**src/rtl/tx_eth_pkg.sv**
```systemverilog
// Shared types for the TX Ethernet sideband path: parser states and the
// sideband record carried from the header word to the store-and-forward stage.
package tx_eth_pkg;

    localparam int EXP_W   = 6;
    localparam int SYM_W   = 4;
    localparam int SLOT_W  = 8;
    localparam int FRAME_W = 10;

    typedef enum logic [1:0] {
        IDLE,
        HDR,
        BODY,
        DROP
    } state_t;

    typedef struct packed {
        logic [EXP_W-1:0]   exp;
        logic [SYM_W-1:0]   symbol;
        logic [SLOT_W-1:0]  slot;
        logic [FRAME_W-1:0] frame;
    } sd_rec_t;

endpackage

```
**src/rtl/sd_err_cnt.sv**
```systemverilog
// Generic wrapping event counter: advances by one on every cycle inc is high.
module sd_err_cnt #(
    parameter int WIDTH = 32
) (
    input  logic             clk_wr,
    input  logic             rst_n,
    input  logic             inc,
    output logic [WIDTH-1:0] count
);

    always_ff @(posedge clk_wr or negedge rst_n) begin
        if (!rst_n) begin
            count <= '0;
        end else if (inc) begin
            count <= count + 1'b1;
        end
    end

endmodule

```
**src/rtl/sd_extract.sv**
```systemverilog
// Sideband header extractor: pulls frame/slot/symbol/exp from the field word
// of each packet and emits sop/eop/restart pulses for the downstream store.
module sd_extract
    import tx_eth_pkg::*;
#(
    parameter int DATA_WIDTH = 64,
    parameter int FIELD_WORD = 1,
    parameter int PKT_LEN    = 16,
    parameter int WCNT_WIDTH = 12,
    parameter int FRAME_LSB  = 54,
    parameter int SLOT_LSB   = 46,
    parameter int SYMBOL_LSB = 42,
    parameter int EXP_LSB    = 36
) (
    input  logic                  clk_wr,
    input  logic                  rst_n,
    input  logic                  in_valid,
    input  logic                  in_sop,
    input  logic                  in_eop,
    input  logic [DATA_WIDTH-1:0] in_data,
    input  logic                  sd_ready,
    output logic                  sd_valid,
    output logic                  sd_sop,
    output logic                  sd_eop,
    output logic                  sd_restart,
    output logic [EXP_W-1:0]      sd_exp,
    output logic [SYM_W-1:0]      sd_symbol,
    output logic [SLOT_W-1:0]     sd_slot,
    output logic [FRAME_W-1:0]    sd_frame,
    output logic [31:0]           pkt_cnt,
    output logic [31:0]           drop_cnt,
    output logic [31:0]           err_cnt
);

    localparam logic [WCNT_WIDTH-1:0] FIELD_IDX = WCNT_WIDTH'(FIELD_WORD);
    localparam logic [WCNT_WIDTH-1:0] LEN       = WCNT_WIDTH'(PKT_LEN);

    state_t                  state_reg, state_next;
    logic [WCNT_WIDTH-1:0]   wcnt_reg, wcnt_next;
    sd_rec_t                 rec_reg, rec_next;
    logic                    valid_reg, valid_next;
    logic                    sop_reg, sop_next;
    logic                    eop_reg, eop_next;
    logic                    restart_reg, restart_next;
    logic                    hdr_beat;
    logic [WCNT_WIDTH-1:0]   idx;
    logic [WCNT_WIDTH-1:0]   idx_inc;
    logic [WCNT_WIDTH-1:0]   wcnt_inc;
    logic [2:0]              cnt_inc;
    logic [31:0]             cnt_val [3];
    sd_rec_t                 field_rec;
    logic                    unused_data;

    assign unused_data     = ^in_data;
    assign field_rec.frame  = in_data[FRAME_LSB +: FRAME_W];
    assign field_rec.slot   = in_data[SLOT_LSB +: SLOT_W];
    assign field_rec.symbol = in_data[SYMBOL_LSB +: SYM_W];
    assign field_rec.exp    = in_data[EXP_LSB +: EXP_W];
    assign wcnt_inc         = wcnt_reg + 1'b1;
    assign idx_inc          = idx + 1'b1;

    always_ff @(posedge clk_wr or negedge rst_n) begin
        if (!rst_n) begin
            state_reg   <= IDLE;
            wcnt_reg    <= '0;
            rec_reg     <= '0;
            valid_reg   <= 1'b0;
            sop_reg     <= 1'b0;
            eop_reg     <= 1'b0;
            restart_reg <= 1'b0;
        end else begin
            state_reg   <= state_next;
            wcnt_reg    <= wcnt_next;
            rec_reg     <= rec_next;
            valid_reg   <= valid_next;
            sop_reg     <= sop_next;
            eop_reg     <= eop_next;
            restart_reg <= restart_next;
        end
    end

    // cnt_inc: [0] good packet, [1] dropped on back-pressure, [2] error
    always_comb begin
        state_next   = state_reg;
        wcnt_next    = wcnt_reg;
        rec_next     = rec_reg;
        valid_next   = 1'b0;
        sop_next     = 1'b0;
        eop_next     = 1'b0;
        restart_next = 1'b0;
        cnt_inc      = 3'b000;
        hdr_beat     = 1'b0;
        idx          = wcnt_reg;

        if (in_valid) begin
            if (in_sop) begin
                // Any sop restarts parsing at word 0; one mid-packet means eop was lost
                hdr_beat = 1'b1;
                idx      = '0;
                if (state_reg != IDLE) cnt_inc[2] = 1'b1;
                if (state_reg == BODY) restart_next = 1'b1;
            end else begin
                case (state_reg)
                    HDR: hdr_beat = 1'b1;
                    BODY: begin
                        wcnt_next = wcnt_inc;
                        if (in_eop) begin
                            valid_next = 1'b1;
                            eop_next   = 1'b1;
                            state_next = IDLE;
                            wcnt_next  = '0;
                            if (wcnt_inc == LEN) begin
                                cnt_inc[0] = 1'b1;
                            end else begin
                                restart_next = 1'b1;
                                cnt_inc[2]   = 1'b1;
                            end
                        end else if (wcnt_reg == LEN) begin
                            valid_next   = 1'b1;
                            eop_next     = 1'b1;
                            restart_next = 1'b1;
                            cnt_inc[2]   = 1'b1;
                            state_next   = DROP;
                        end
                    end
                    DROP: begin
                        if (in_eop) begin
                            state_next = IDLE;
                            wcnt_next  = '0;
                        end
                    end
                    default: ;
                endcase
            end

            if (hdr_beat) begin
                wcnt_next  = idx_inc;
                state_next = HDR;
                if (idx == FIELD_IDX) begin
                    if (sd_ready) begin
                        rec_next   = field_rec;
                        valid_next = 1'b1;
                        sop_next   = 1'b1;
                        state_next = BODY;
                        if (in_eop) begin
                            eop_next   = 1'b1;
                            state_next = IDLE;
                            wcnt_next  = '0;
                            if (idx_inc == LEN) begin
                                cnt_inc[0] = 1'b1;
                            end else begin
                                restart_next = 1'b1;
                                cnt_inc[2]   = 1'b1;
                            end
                        end
                    end else begin
                        cnt_inc[1] = 1'b1;
                        state_next = in_eop ? IDLE : DROP;
                        if (in_eop) wcnt_next = '0;
                    end
                end else if (in_eop) begin
                    cnt_inc[2] = 1'b1;
                    state_next = IDLE;
                    wcnt_next  = '0;
                end
            end
        end
    end

    genvar gi;
    generate
        for (gi = 0; gi < 3; gi++) begin : g_cnt
            sd_err_cnt #(.WIDTH(32)) u_cnt (
                .clk_wr (clk_wr),
                .rst_n  (rst_n),
                .inc    (cnt_inc[gi]),
                .count  (cnt_val[gi])
            );
        end
    endgenerate

    assign pkt_cnt    = cnt_val[0];
    assign drop_cnt   = cnt_val[1];
    assign err_cnt    = cnt_val[2];
    assign sd_valid   = valid_reg;
    assign sd_sop     = sop_reg;
    assign sd_eop     = eop_reg;
    assign sd_restart = restart_reg;
    assign sd_exp     = rec_reg.exp;
    assign sd_symbol  = rec_reg.symbol;
    assign sd_slot    = rec_reg.slot;
    assign sd_frame   = rec_reg.frame;

endmodule

```
**config.mk**
```make
export PLATFORM = sky130hd
export DESIGN_NAME = sd_extract
export DESIGN_NICKNAME = d
export VERILOG_FILES = /design/src/rtl/tx_eth_pkg.sv /design/src/rtl/sd_err_cnt.sv /design/src/rtl/sd_extract.sv
export SDC_FILE = /design/constraint.sdc
export NUM_CORES = 1
export LEC_CHECK = 0
export BUFFER_PORTS_ARGS = -buffer_cell sky130_fd_sc_hd__buf_4
export CAP_MARGIN = 20
export CORE_ASPECT_RATIO = 1.75
export CORE_MARGIN = 2
export CORE_UTILIZATION = 52
export DETAILED_ROUTE_END_ITERATION = 16
export GPL_ROUTABILITY_DRIVEN = 0
export HOLD_SLACK_MARGIN = 0.03
export PLACE_DENSITY = 0.77
export SLEW_MARGIN = 20
export SYNTH_ARGS = -nofsm -noshare
export SYNTH_HDL_FRONTEND = slang
export SYNTH_HIERARCHICAL = 1
export SYNTH_SLANG_ARGS = --single-unit
```
**constraint.sdc**
```tcl
create_clock -name clk_wr -period 3.7 [get_ports clk_wr]
set_input_delay 0.37 -clock clk_wr [delete_from_list [all_inputs] [get_ports clk_wr]]
set_output_delay 0.37 -clock clk_wr [all_outputs]
set_load 0.02 [all_outputs]
```
==> results of run 1 <==
==> cells by family (layout without fill, tap and decap cells) <==
group	after synthesis	in the layout	share of synthesized area, %
AO/OA/AOI/OAI	64	64	6.144
AND/OR/NAND/NOR	237	237	20.60
XOR/XNOR	98	98	12.32
buffers and inverters	32	214	2.317
flip-flops	142	142	51.01
adder cells (fa/ha/maj)	6	6	1.078
multiplexers	31	31	6.520
==> where the power goes <==
group | leakage (nW) | switching (mW) | total [mW] | internal (mW)
clock network | 0.289 | 0.657 | 1.72 | 1.07
logic | 2.22 | 0.648 | 1.25 | 0.606
registers | 1.91 | 0.201 | 1.98 | 1.78
==> cell usage in the layout (no fill, tap or decap), types with 7 or more instances in the layout <==
cell type	count
a21oi_1	14
buf_4	167
nor3_1	19
dfrtp_1	142
o31ai_1	7
nor2_1	23
nand4_1	33
xnor2_1	59
nor4_1	12
xor2_1	39
clkbuf_16	17
o21ai_0	19
inv_1	13
nand3_1	36
mux2_4	28
and3_1	15
and2_1	8
and4_1	13
nand2_1	44
==> stage by stage <==
stage	area [um2]	setup WS (ns)
2_1_floorplan	6965	0.6745
3_3_place_gp	8356	0.5405
3_5_place_dp	8356	0.5204
4_1_cts	8951	0.4450
5_1_grt	8951	0.1359
6_report	8951	0.4306
==> cell usage after synthesis, types with 3 or more instances <==
cell type	number	area, um2
nor2b_1	3	18.77
and3_1	15	93.84
nand4_4	3	63.81
mux2_2	3	33.78
and4_2	3	30.03
dfrtp_1	142	3553
nor3_1	19	95.09
and2_1	8	50.05
or4_4	3	33.78
a21oi_1	14	70.07
o31ai_1	7	52.55
nor3b_1	3	22.52
clkbuf_1	8	30.03
nand3_1	36	180.2
inv_1	13	48.80
buf_2	5	25.02
xnor2_1	59	516.8
o21a_1	3	22.52
nor2_1	23	86.33
and4_1	13	113.9
buf_6	4	45.04
mux2_4	28	420.4
nor4_1	12	75.07
nand2_1	44	165.2
xor2_1	39	341.6
nand4_1	33	206.5
ha_1	6	75.07
nor4_2	6	75.07
o21ai_0	19	95.09
==> worst max-delay path: cells and delay by family, from the launching register on <==
kind / cells / cell delay, ns
XOR/XNOR: 1 / 0.23
flip-flops: 1 / 0.47
buffers and inverters: 1 / 0.20
AO/OA/AOI/OAI: 1 / 0.37
AND/OR/NAND/NOR: 7 / 1.90
==> area by class of cell <==
cell class                      instances  area (um2)
Inverter                               13       48.80
Multi-Input combinational cell        436        3251
Sequential cell                       142        3553
Fill cell                            1015        4292
Clock buffer                           19       432.9
Timing Repair Buffer                  169        1285
Clock inverter                         13       162.7
Tap cell                              174       217.7
==> worst paths after layout <==
path / endpoint
setup / recovery: g_cnt[0].u_cnt/count[26]
hold / removal: g_cnt[0].u_cnt/count[12]
setup reg to reg: g_cnt[0].u_cnt/count[26]
hold reg to reg: g_cnt[1].u_cnt/count[31]
max in group asynchronous: sd_slot[5]
min in group clk_wr: sd_slot[7]
==> per-layer routing <==
layer / GRT usage [%] / vias to the layer above / part of all wire (%)
met5: 0 / - / 0
met1: 27.91 / 2688 / 39
li1: - / 2547 / -
met4: 9.163 / 0 / 2.2
met3: 3.447 / 31 / 3.5
met2: 42.96 / 166 / 55
==> impl_metrics.tcl, run 1 <==
set metrics [dict create \
    die-area_um2 14370 \
    ys_async_sr_fraction_pct 100.0 \
    worstSetupStartpointType "flop" \
    synth_edf_count 0 \
    die_h_um 157.1 \
    ys_warn_count 6 \
    grt_pass1_vias 5461 \
    start_util_pct 52.60 \
    synth_seq_cells 142 \
    finalHoldViolations 0 \
    drt_pass1_iterations 5 \
    slowest_stage "nor4_1" \
    total_power_mw 4.954 \
    tns_ns 0 \
    final_cells 966 \
    postRouteAntennaNets 0 \
    maxSlewViolCount 0 \
    grt_max_degree 102 \
    skew_ns 0.01331 \
    syn_area_um2 6965 \
    fin_crit_sh_pct 88.36 \
    rsz0062_at_grt "false" \
    rr_worst_depth 10 \
    fmax_ghz 0.3059 \
    setup_viol 0 \
    clock_path_buffers 2 \
    ys_types 58 \
    antenna_cells 0 \
    synthCells 610 \
    slowest_delay_ns 0.51 \
    worstReg2RegStart "wcnt_reg[0]" \
    slew_headroom_pct 38.25 \
    worstMarginPinSlew_ns 0.9263 \
    postCtsHoldBufs 0 \
    ys.flop_type "dfrtp_1" \
    grtUsageTotal_pct 23.62 \
    required_ns 4.01 \
    clk_latency_ns 0.40 \
    hold_class "input pin to async pin" \
    path_class "flop to flop" \
    core_um2 13240 \
    status "finished clean" \
    cp.arrival_ns 3.58 \
    antenna_found_initial 0 \
    cts_tree "yes" \
    dpl.hpwl_um 12120 \
    ctsHtreeMaxLevel 4 \
    reg2reg_slack_ns 0.43 \
    holdWs_ns 0.06121 \
    maxCapViolCount 0 \
    fin_nets 855 \
    ys_seq_area_share_pct 51.01 \
    syn_nets 686 \
    cts_resized 0 \
    cts-root-buf "clkbuf_16" \
    crit_fanout 9 \
    period_needed_ns 3.269 \
    drive_gt1_share_pct 31.57 \
    power_density_nw_per_um2 553.5 \
    via_count 5432 \
    clk_pin_slew_ns 0.06 \
    leakage_nw 4.418 \
    first_iter_violations 263 \
    io_buffers 161 \
    overflow 0 \
    syn_to_final_growth_pct 28.51 \
    grt_pass1_wl_um 27280 \
    std_cell_rows 56 \
    io_pins 198 \
    finalWirelength_um 16690 \
    cts_buffers 17 \
    drc 0 \
    crit_start "wcnt_reg[0]" \
    die_x_um 91.49 \
    post-cts-setup-buffers 0 \
    largest_reg_flops 96 \
    crit_path_cell_trace "and2_1, or3b_4, a2111oi_4, nand4_2, nor2_1, buf_4, nand4_1, nor4_1, nand3_1, xnor2_1" \
    wl_per_cell_um 17.28 \
    dp_cells 934 \
    routed_via_density 5.623 \
    cts_sinks 142 \
    ir_drop_v 0.0003083 \
    postSynthAreaPerCell_um2 11.42 \
    final_core_util_pct 67.59 \
    crit_path_end_kind "flop" \
]
(Power assumes the default switching activity.)
==> inputs of run 2 (changes only) <==
- GPL_TIMING_DRIVEN: unset -> 0
==> impl_metrics.tcl, run 2 (same netlist as run 1, synthesis figures left out) <==
set metrics [dict create \
    drt_pass1_iterations 7 \
    intPower_mw 3.475 \
    die_h_um 157.1 \
    placed_area_um2 8412 \
    core_um2 13240 \
    hold_class "input pin to flop" \
    path_class "flop to flop" \
    clk_latency_ns 0.42 \
    layout_common_cells "buf_4, dfrtp_1, xnor2_1, nand2_1, xor2_1" \
    p_sw_mw 1.570 \
    clock_path_buffers 2 \
    wl_per_cell_um 17.68 \
    cts-root-buf "clkbuf_16" \
    preCtsSetupSlack_ns -0.008286 \
    required_ns 4.04 \
    worstSetupStartpointType "flop" \
    p_seq_share_pct 39.3 \
    crit_fanout 9 \
    fin_ws_ns 0.3253 \
    leakage_nw 4.458 \
    clk_pin_slew_ns 0.07 \
    drive_gt1_share_pct 31.92 \
    cts_tree "yes" \
    ir_drop_v 0.0003033 \
    fin_nets 866 \
    syn_to_final_growth_pct 30.05 \
    holdWs_ns 0.1825 \
    pwr-share-clk_pct 35.4 \
    dpl.hpwl_um 12530 \
    cp.arrival_ns 3.72 \
    first_iter_violations 236 \
    start_util_pct 52.60 \
    ctsHtreeMaxLevel 4 \
    slew_headroom_pct 36.18 \
    setup_viol 0 \
    std_cell_rows 56 \
    fin_crit_sh_pct 91.21 \
    rsz0062_at_grt "false" \
    maxSlewViolCount 0 \
    finalHoldViolations 0 \
    period_needed_ns 3.375 \
    maxCapViolCount 0 \
    io_buffers 159 \
    fmax_ghz 0.2963 \
    cts_buffers 17 \
    antenna_cells 0 \
    die-area_um2 14370 \
    antenna_found_initial 0 \
    status "finished clean" \
    finalWirelength_um 17260 \
    final_area_um2 9059 \
    die_x_um 91.49 \
    cts_sinks 142 \
    power_frac_comb_pct 25.3 \
    hold_depth 2 \
    worstMarginPinSlew_ns 0.9485 \
    power_density_nw_per_um2 556.9 \
    grt_pass1_vias 5671 \
    final_common_cell "buf_4" \
    overflow 0 \
    via_count 5480 \
    largest_reg_flops 96 \
    grt_pass1_wl_um 28300 \
    routed_via_density 5.615 \
    rr_worst_depth 11 \
    skew_ns 0.01459 \
    netSwitchingFraction_pct 31.12 \
    grtUsageTotal_pct 24.42 \
    postRouteAntennaNets 0 \
    drc 0 \
    io_pins 198 \
    grt_max_degree 92 \
    crit_path_end_kind "flop" \
]
==> run 2: layout make-up <==
type,count,area [um2]
Buffer,19,112.6
Tap cell,174,217.7
Clock inverter,13,177.7
Multi-Input combinational cell,436,3271
Fill cell,991,4184
Inverter,13,48.80
Timing Repair Buffer,161,1239
Clock buffer,18,439.2
Sequential cell,142,3553
==> run 2: path summary, 6_finish.rpt <==
| check | start | to | slack (ns) |
|---|---|---|---|
| worst max-delay path | wcnt_reg[0] | g_cnt[2].u_cnt/count[23] | 0.33 |
| worst min-delay path | in_data[47] | sd_slot[1] | 0.18 |
| worst max register to register | wcnt_reg[0] | g_cnt[2].u_cnt/count[23] | 0.33 |
| worst min register to register | g_cnt[1].u_cnt/count[31] | g_cnt[1].u_cnt/count[31] | 0.47 |
| max in group asynchronous | rst_n | sd_sop | 2.48 |
| min in group asynchronous | rst_n | g_cnt[0].u_cnt/count[14] | 0.44 |
==> run 2: per-layer routing <==
metal | GRT usage (%) | share of wire [%]
met1 | 27.97 | 37
met2 | 44.01 | 55
met3 | 4.691 | 4.9
met4 | 10.61 | 2.7
met5 | 0 | 0
==> run 2: power by group through the flow <==
| stage | sequential (mW) | clock, mW | combinational, mW |
|---|---|---|---|
| after floorplan | 2.21 | 0 | 0.495 |
| after global placement | 1.98 | 0 | 1.23 |
| after detailed placement | 2.01 | 0 | 1.26 |
| after CTS | 1.98 | 1.82 | 1.28 |
| after global routing | 2.01 | 1.87 | 1.35 |
| final | 1.98 | 1.78 | 1.28 |
==> run 2: stage by stage <==
step,TNS [ns],cells,power (mW),utilization [%]
6_report,0,976,5.045,68.41
5_1_grt,0,976,5.233,68.41
4_1_cts,0,976,5.079,68.30
3_5_place_dp,-0.01375,944,3.267,63.52
3_3_place_gp,0,943,3.207,63.26
2_1_floorplan,0,610,2.708,-
==> run 2: repair_timing <==
action	in CTS	in global routing
hold buffers	1	0
setup endpoints to repair	4	17
hold endpoints to repair	51	0
buffers inserted	0	0
resized for setup	1	3
==> run 2: worst max-delay path, cell delays in order, from the launching register on <==
cell      delay (ns)
dfrtp_1         0.52
ha_1            0.20
clkbuf_1        0.36
nand3_1         0.19
o21ai_0         0.18
o31ai_1         0.11
nand4_2         0.17
a22o_1          0.35
nand4_4         0.18
or4_4           0.58
nor4_2          0.31
xor2_1          0.16
==> inputs of run 3 (changes only) <==
- PLACE_DENSITY: 0.77 -> 0.83
==> impl_metrics.tcl, run 3 (same netlist as run 1, synthesis figures left out) <==
set metrics [dict create \
    status "finished clean" \
    finalWirelength_um 17220 \
    crit_fanout 9 \
    largest_reg_flops 96 \
    leakage_nw 4.463 \
    rsz0062_at_grt "false" \
    wl_met2_um 9428 \
    worstMarginPinSlew_ns 0.8198 \
    top_layer_used "met4" \
    setup_viol 0 \
    grt_max_degree 73 \
    hold_depth 2 \
    hold_class "input pin to flop" \
    io_buffers 159 \
    clk_latency_ns 0.41 \
    final_common_cell "buf_4" \
    cts_buffers 17 \
    via_count 5567 \
    io_pins 198 \
    p_sw_mw 1.550 \
    worstHoldEndpoint "sd_symbol[3]" \
    dpl.hpwl_um 12270 \
    pwr-share-clk_pct 34.3 \
    wl_per_cell_um 17.62 \
    routed_via_density 5.698 \
    rr_worst_depth 10 \
    fmax_ghz 0.2967 \
    crit_start "wcnt_reg[0]" \
    die_x_um 91.49 \
    power_frac_comb_pct 25.5 \
    holdWs_ns 0.1938 \
    core_um2 13240 \
    ir_drop_v 0.0003125 \
    fill_cells 957 \
    maxSlewViolCount 0 \
    fin_crit_sh_pct 91.09 \
    multi_input_area_um2 3281 \
    clock_path_buffers 2 \
    syn_to_final_growth_pct 29.80 \
    final_core_util_pct 68.27 \
    worstSetupStartpointType "flop" \
    grt_pass1_vias 5709 \
    rr_endpoint "g_cnt[0].u_cnt/count[23]" \
    cp.arrival_ns 3.70 \
    first_iter_violations 288 \
    fin_nets 866 \
    drive_gt1_share_pct 32.00 \
    finalHoldViolations 0 \
    p_seq_share_pct 40.1 \
    intPower_mw 3.390 \
    layout_common_cells "buf_4, dfrtp_1, xnor2_1, nand2_1, xor2_1" \
    grt_pass1_wl_um 27610 \
    antenna_found_initial 0 \
    worstReg2RegStart "wcnt_reg[0]" \
    netSwitchingFraction_pct 31.37 \
    antenna_cells 0 \
    cts-root-buf "clkbuf_16" \
    postRouteAntennaNets 0 \
    wl_met1_um 6425 \
    reg2reg_slack_ns 0.33 \
    drt_pass1_iterations 5 \
    post-cts-setup-buffers 0 \
    wl_met3_um 644 \
    crit_path_end_kind "flop" \
    regArea_um2 3553 \
    clk_pin_slew_ns 0.07 \
    cts_tree "yes" \
    path_class "flop to flop" \
    slew_headroom_pct 45.10 \
    maxCapViolCount 0 \
    required_ns 4.03 \
    skew_ns 0.01259 \
    power_density_nw_per_um2 546.3 \
    overflow 0 \
    ctsHtreeMaxLevel 4 \
    grtUsageTotal_pct 23.77 \
    period_needed_ns 3.370 \
    start_util_pct 52.60 \
    std_cell_rows 56 \
    die-area_um2 14370 \
    slowest_delay_ns 0.57 \
    drc 0 \
    cts_sinks 142 \
    crit_path_cell_trace "ha_1, clkbuf_1, nand3_1, o31ai_1, nand4_2, nor2_2, nand4_4, or4_4, nor4_2, xor2_1" \
    hold_start "in_data[45]" \
    die_h_um 157.1 \
    slowest_stage "or4_4" \
]
[run 3: final cells by class]
type / count / share of cell area, %
Buffer: 19 / 1.246
Clock buffer: 18 / 4.747
Clock inverter: 14 / 1.771
Inverter: 13 / 0.5397
Multi-Input combinational cell: 436 / 36.29
Sequential cell: 142 / 39.30
Tap cell: 174 / 2.408
Timing Repair Buffer: 161 / 13.70
[run 3: what timing repair did]
| action | CTS | global route |
|---|---|---|
| pin swaps | 0 | 0 |
| hold buffers | 1 | 0 |
| gates resized for setup | 1 | 4 |
| setup endpoints to repair | 5 | 11 |
| endpoints found under the hold margin | 71 | 0 |
[run 3: through the flow]
step | instances | power [mW] | instance area (um2) | setup TNS, ns | setup slack (ns)
floorplan | 610 | 2.708 | 6965 | 0 | 0.6745
global placement | 943 | 3.201 | 8377 | -0.006458 | -0.006458
detailed placement | 944 | 3.255 | 8412 | -0.2204 | -0.07386
CTS | 977 | 4.969 | 9017 | 0 | 0.1863
global route | 977 | 5.142 | 9041 | 0 | 0.1629
finish | 977 | 4.939 | 9041 | 0 | 0.3298
[run 3: how the worst max path moves through the flow]
stage / to / depth (start not counted) / slack (ns)
CTS: g_cnt[0].u_cnt/count[23] / 10 / 0.19
detailed placement: g_cnt[0].u_cnt/count[31] / 10 / -0.07
global route: g_cnt[0].u_cnt/count[23] / 10 / 0.16
global placement: g_cnt[0].u_cnt/count[31] / 10 / -0.006
finish: g_cnt[0].u_cnt/count[23] / 10 / 0.33
floorplan: g_cnt[0].u_cnt/count[23] / 9 / 0.67
[run 3: power by group through the flow]
stage	clock network, mW	logic (mW)	registers, mW
CTS	1.73	1.26	1.98
global route	1.80	1.34	2.01
floorplan	0	0.495	2.21
finish	1.70	1.26	1.98
global placement	0	1.22	1.98
detailed placement	0	1.25	2.00
[run 3: critical path: cells and delay by family, from the launching register on]
family	cells	cell delay, ns
xor gates and xnor gates	1	0.17
and+or+nand+nor	6	1.76
buffers and inverters	1	0.33
DFF	1	0.53
AOI/OAI and AO/OA	1	0.29
adders and majority gates	1	0.21
[run 3: metal layers]
metal	global-route usage [%]	vias to the layer above
met3	4.739	51
li1	-	2570
met1	26.09	2766
met4	12.34	0
met5	0	-
met2	43.00	180
